File: config.mk
export PLATFORM = sky130hd
export DESIGN_NAME = sync_fifo_ctl
export DESIGN_NICKNAME = d
export VERILOG_FILES = /design/src/rtl/sync_fifo_ctl.sv
export SDC_FILE = /design/constraint.sdc
export NUM_CORES = 2
export LEC_CHECK = 0
export CAP_MARGIN = 20
export CORE_ASPECT_RATIO = 1.2
export CORE_MARGIN = 2
export CORE_UTILIZATION = 45
export DETAILED_ROUTE_END_ITERATION = 7
export PLACE_DENSITY = 0.65
export SKIP_CTS_REPAIR_TIMING = 1
export SLEW_MARGIN = 20
export SYNTH_ARGS = -nofsm -noshare
export SYNTH_HDL_FRONTEND = slang
export SYNTH_SLANG_ARGS = --single-unit
File: constraint.sdc
create_clock -name clk -period 11 [get_ports clk]
set_clock_uncertainty 0.2 [all_clocks]
set_input_delay 1.1 -clock clk [delete_from_list [all_inputs] [get_ports clk]]
set_output_delay 1.1 -clock clk [all_outputs]
set_load 0.02 [all_outputs]
File: src/rtl/sync_fifo_ctl.sv
// Single-clock FIFO with registered status, occupancy count, thresholds and sticky errors.
// Define SYNC_FIFO_CTL_FWFT_EN for first-word-fall-through read mode; standard registered read otherwise.
module sync_fifo_ctl #(
  parameter int DSIZE     = 8,
  parameter int ASIZE     = 8,
  parameter int AFULL_TH  = 2**ASIZE - 4,
  parameter int AEMPTY_TH = 4
) (
  input  logic             clk,
  input  logic             rst_n,
  input  logic             winc,
  input  logic [DSIZE-1:0] wdata,
  output logic             wfull,
  output logic             walmost_full,
  input  logic             rinc,
  output logic [DSIZE-1:0] rdata,
  output logic             rempty,
  output logic             ralmost_empty,
  output logic [ASIZE:0]   count,
  output logic             overflow,
  output logic             underflow
);

  if (!(AEMPTY_TH > 0 && AEMPTY_TH < AFULL_TH && AFULL_TH <= 2**ASIZE)) begin : g_param_err
    $error("sync_fifo_ctl: require 0 < AEMPTY_TH < AFULL_TH <= 2**ASIZE");
  end

  localparam logic [ASIZE:0] LP_DEPTH  = {1'b1, {ASIZE{1'b0}}};
  localparam logic [ASIZE:0] LP_AFULL  = (ASIZE+1)'(AFULL_TH);
  localparam logic [ASIZE:0] LP_AEMPTY = (ASIZE+1)'(AEMPTY_TH);

  logic [DSIZE-1:0] r_mem [2**ASIZE];
  logic [ASIZE:0]   r_wptr, r_rptr;
  logic             r_full, r_afull, r_empty, r_aempty;
  logic             r_ovf, r_udf;
  logic [DSIZE-1:0] r_rdata;

  logic             w_wr_ok, w_rd_ok;
  logic [ASIZE:0]   w_wptr_nxt, w_rptr_nxt, w_count_nxt;

  // Occupancy is the pointer difference; the extra pointer bit separates full from empty.
  always_comb begin
    w_wr_ok     = winc && !r_full;
    w_rd_ok     = rinc && !r_empty;
    w_wptr_nxt  = r_wptr + (ASIZE+1)'(w_wr_ok);
    w_rptr_nxt  = r_rptr + (ASIZE+1)'(w_rd_ok);
    w_count_nxt = w_wptr_nxt - w_rptr_nxt;
  end

  // Storage is never reset; writes are blocked while reset is asserted.
  always_ff @(posedge clk) begin
    if (rst_n && w_wr_ok) r_mem[r_wptr[ASIZE-1:0]] <= wdata;
  end

  always_ff @(posedge clk) begin
    if (!rst_n) begin
      r_wptr   <= '0;
      r_rptr   <= '0;
      r_empty  <= 1'b1;
      r_aempty <= 1'b1;
      r_full   <= 1'b0;
      r_afull  <= 1'b0;
      r_ovf    <= 1'b0;
      r_udf    <= 1'b0;
      r_rdata  <= '0;
    end else begin
      r_wptr   <= w_wptr_nxt;
      r_rptr   <= w_rptr_nxt;
      r_empty  <= (w_count_nxt == '0);
      r_aempty <= (w_count_nxt <= LP_AEMPTY);
      r_full   <= (w_count_nxt == LP_DEPTH);
      r_afull  <= (w_count_nxt >= LP_AFULL);
      if (winc && r_full)  r_ovf <= 1'b1;
      if (rinc && r_empty) r_udf <= 1'b1;
      if (w_rd_ok) r_rdata <= r_mem[r_rptr[ASIZE-1:0]];
    end
  end

`ifdef SYNC_FIFO_CTL_FWFT_EN
  // Head word shown directly; while empty, the last popped word is held.
  assign rdata = r_empty ? r_rdata : r_mem[r_rptr[ASIZE-1:0]];
`else
  assign rdata = r_rdata;
`endif

  assign count         = r_wptr - r_rptr;
  assign wfull         = r_full;
  assign walmost_full  = r_afull;
  assign rempty        = r_empty;
  assign ralmost_empty = r_aempty;
  assign overflow      = r_ovf;
  assign underflow     = r_udf;

endmodule

== Word level (Yosys, flattened, before mapping) ==
Memories as Yosys holds them, arrays and structs flattened. A register that Yosys moved wholly into a read port is not among the register bits.
Cells that the tools add are included.

* Register bits after elaboration: 24
* Bits in writable memories: 2,048
* Bits of input ports: 12
* Output and inout port bits: 23
* Logic and storage cells: 27
* Memories: 1

{| class="wikitable"
|+ Memory list
! memory !! depth !! width !! rd ports !! clocked after Yosys merged registers in !! wr ports !! RTL line !! source
|-
| r_mem || 256 || 8 || 1 || 1 || 1 || 32 || <nowiki>logic [DSIZE-1:0] r_mem [2**ASIZE];</nowiki>
|}

* Add/sub/neg operators: 4
* Order comparisons: 2
* Equal/unequal tests: 1
* Mux-type cells: 2
* Reductions and logical operators: 9

{| class="wikitable"
|+ Operators by type and width
! operator !! count
|-
| 9-bit by 1-bit adder with 9-bit output || 2
|-
| 9-bit subtractor || 2
|-
| 9-bit == test, second input constant || 1
|-
| 9-bit by 8-bit >= comparator with 1-bit output, second input constant || 1
|-
| 9-bit by 3-bit less-or-equal comparator with 1-bit output, second input constant || 1
|-
| 9-bit zero test || 1
|-
| 1-bit logical AND || 5
|-
| 1-bit zero test || 3
|-
| 1-bit two-way mux || 2
|}

== Logic depth before layout (Yosys ltp) ==
* Depth after elaboration: 5
* Mapped depth: 16
* Gate-level depth less buffers: 14

== Worst setup path before layout ==
No wires, ideal clock.

* Path type: reg2out
* Start: register r_rptr[2]
* End: output count[8]
* Arrival time: 2.996 ns
* Data required time: 9.700 ns
* Slack: 6.704 ns
* Cell stages (with the launch flop): 15
* Cell sequence: dfxtp_1 buf_2 inv_2 clkbuf_1 buf_1 clkbuf_1 ha_1 nor2b_1 o21ai_0 a21boi_0 o21a_1 o21ai_0 nand2b_1 a21oi_1 xnor2_1

* Cells in the longest elaborated chain, start to end: 1

{| class="wikitable"
|+ RTL lines
! element !! RTL line !! source
|-
| start: declaration || 33 || <nowiki>logic [ASIZE:0] r_wptr, r_rptr;</nowiki>
|-
| start signal: assignment || 68 || <nowiki>r_rptr <= w_rptr_nxt;</nowiki>
|-
| 9-bit subtractor || 86 || <nowiki>assign count = r_wptr - r_rptr;</nowiki>
|-
| end: declaration || 19 || <nowiki>output logic [ASIZE:0] count,</nowiki>
|}

No other way between the ends.

== Final worst setup path ==
* Start: register r_rptr[1]
* End: output count[7]

Same word-level chain as after synthesis.

==> flow_summary.ini <==
[run_status]
status = finished clean

[clock_network]
cts_sinks = 2080
numCtsBuffers = 190
insertion_delay_ns = 0.84
clock_tree.root_cell = clkbuf_16
clockBufferDepth = 3
cts_tree = built
clk_pin_slew_worst_paths_ns = 0.06
cts_htree_levels = 4

[setup_path]
crit_path_end_kind = primary output
cp_data_required_time_ns = 9.70
cp-start-kind = flip-flop
critPathKind = reg -> out
critical_path.max_fanout = 22
critPathArrivalTime_ns = 4.30

[floorplan]
fp.coreArea_um2 = 181200
die_w_um = 394.3
die_area_um2 = 186300
rows = 171
die_h_um = 472.4
start_util = 0.4539
boundaryPins = 35

[placed_design]
dp_slack_ns = 5.604
place_congestion = 0.8767
port_buffers = 34
place_hpwl_mm = 129.7

[global_routing]
track_usage = 0.2314
antenna_found_initial = 7
overflow = 0
grt_start_max_net_pins = 118
grt_pass1_vias = 41600
grt_pass1_wl_mm = 309.4

[pwr]
p_comb_frac = 0.064
power_switching_mw = 3.569
ir_drop_v = 0.0001647
p_int_mw = 12.85
powerDensity_nw_per_um2 = 180.5
swShare = 0.2174
leakage_nw = 27.29
pwr-share-clk = 0.405
report.power.total_mw = 16.42
p_seq_frac = 0.532

[detailed_routing]
drtAntennaViolNets = 0
wire_per_inst_um = 32.14
drc = 0
vias = 41590
firstDrtPassIters = 5
avgViaCountPerCell = 6.168
drt_iter0_drc = 5581
m1WireLength_mm = 81.48
wl_met2_mm = 105.8
drt-total-wl_mm = 216.7
met3_length_mm = 18.68
top_layer_used = met5

[run]
drv_cap = 0

[timing]
slew_headroom = 0.2012
hold-worst-slack_ns = 0.2958
finalSetupViolations = 0
fmax_ghz = 0.1785
worst_slew_pin_slew_ns = 1.197
finalHoldViolCount = 0
rsz0062_at_grt = false
slew_viol_final = 0
min_period_over_period = 0.5094
period_needed_ns = 5.603
fin_ws_ns = 5.397
fin_tns_setup_ns = 0

[logic_synthesis]
synth_nets = 4118
synth_seq_cells = 2080
ys_types = 72
yosysSeqAreaShare = 0.7554
yosys_warnings = 0
synth_edf_count = 2048
postSynthCellCount = 4085
avgSynthCellArea_um2 = 20.14
yosys.cell_count.top_type = edfxtp_1
synthArstFlopShare = 0
synthTopCellsByArea = edfxtp_1, mux4_2, mux2i_1
synth_top_area_frac = 0.7476
synthFlopType = edfxtp_1
syn_area_um2 = 82260
yosys.area.top_type = edfxtp_1
synth_commonest_cells = edfxtp_1, mux4_2, nor2_1

[cells_and_area]
layout-drive-gt1-share = 0.1916
fin_nets = 4189
area_growth_pct = 10.57

[min_path]
hold_class = reg -> reg
-- cell families after synthesis --
kind of cell | synth area share
flops | 0.7554
mux | 0.1480
simple gates | 0.03129
compound gates | 0.03670
buf+inv | 0.02222
xor+xnor | 0.003088
fa+ha+maj | 0.003377
-- per-layer routing --
metal | track usage | vias up
met4 | 0.1103 | 4
met3 | 0.04244 | 427
li1 | - | 17030
met2 | 0.3764 | 2186
met1 | 0.3025 | 21940
met5 | 0 | -
-- final cells by class --
| type | count | area, um^2 |
|---|---|---|
| diodes | 4 | 10.01 |
| well taps | 2422 | 3030 |
| multi-input cells | 1744 | 18390 |
| flip-flops and latches | 2080 | 62160 |
| fillers | 14330 | 90260 |
| inverters | 23 | 90.09 |
| clock buffers | 229 | 5050 |
| clock inverters | 124 | 1170 |
| repair buffers | 117 | 1065 |
-- state kept, by name, summed over array words and instances, names as in the netlist --
| signal | cells |
|---|---|
| overflow | 1 |
| r_rptr | 9 |
| walmost_full | 1 |
| rdata | 8 |
| r_wptr | 9 |
| underflow | 1 |
| ralmost_empty | 1 |
| wfull | 1 |
| r_mem | 2048 |
| rempty | 1 |
-- metrics by stage --
stage / cell area [um^2] / util / cells
after floorplan: 82260 / - / 4085
after global placement: 84670 / 0.4672 / 6383
after detailed placement: 84720 / 0.4675 / 6386
after CTS: 90940 / 0.5018 / 6739
after global routing: 90950 / 0.5019 / 6740
final: 90960 / 0.5019 / 6743
-- placed cells by master, fill, tap and decap left out, drive strengths merged, types with 21 or more instances in the layout --
| master | n |
|---|---|
| o21ai | 59 |
| clkinv | 94 |
| nor2 | 330 |
| dfxtp | 32 |
| clkbuf | 237 |
| a21oi | 67 |
| nand3 | 43 |
| mux4 | 423 |
| clkdlybuf4s50 | 26 |
| buf | 83 |
| xnor2 | 21 |
| nand2 | 106 |
| nor3 | 21 |
| a221oi | 79 |
| a22oi | 63 |
| edfxtp | 2048 |
| mux2i | 256 |
| inv | 28 |
| nor2b | 25 |
-- critical path, stage by stage (launching register included) --
cell	delay (ns)
dfxtp_4	0.46
inv_2	0.67
ha_1	0.37
nor2b_1	0.12
o21ai_0	0.19
nand2b_1	0.13
a21o_1	0.20
a21o_1	0.20
a21o_1	0.18
a21oi_1	0.17
xnor2_1	0.13
clkdlybuf4s50_1	0.62
-- final timing paths --
| kind | startpoint | depth (start not counted) | slack, ns | end |
|---|---|---|---|---|
| max reg2reg | r_rptr[1] | 9 | 5.95 | rdata[0] |
| max | r_rptr[1] | 11 | 5.40 | count[7] |
| min reg2reg | underflow | 2 | 0.30 | underflow |
| min | underflow | 2 | 0.30 | underflow |
-- power groups by stage --
stage / Sequential (mW) / Clock [mW] / Combinational, mW
after floorplan: 8.89 / 0 / 0.743
after global placement: 8.90 / 0 / 1.05
after detailed placement: 8.90 / 0 / 1.06
after CTS: 8.73 / 6.70 / 1.06
after global routing: 8.72 / 6.99 / 1.11
final: 8.73 / 6.64 / 1.05
(Power assumes the default switching activity.)
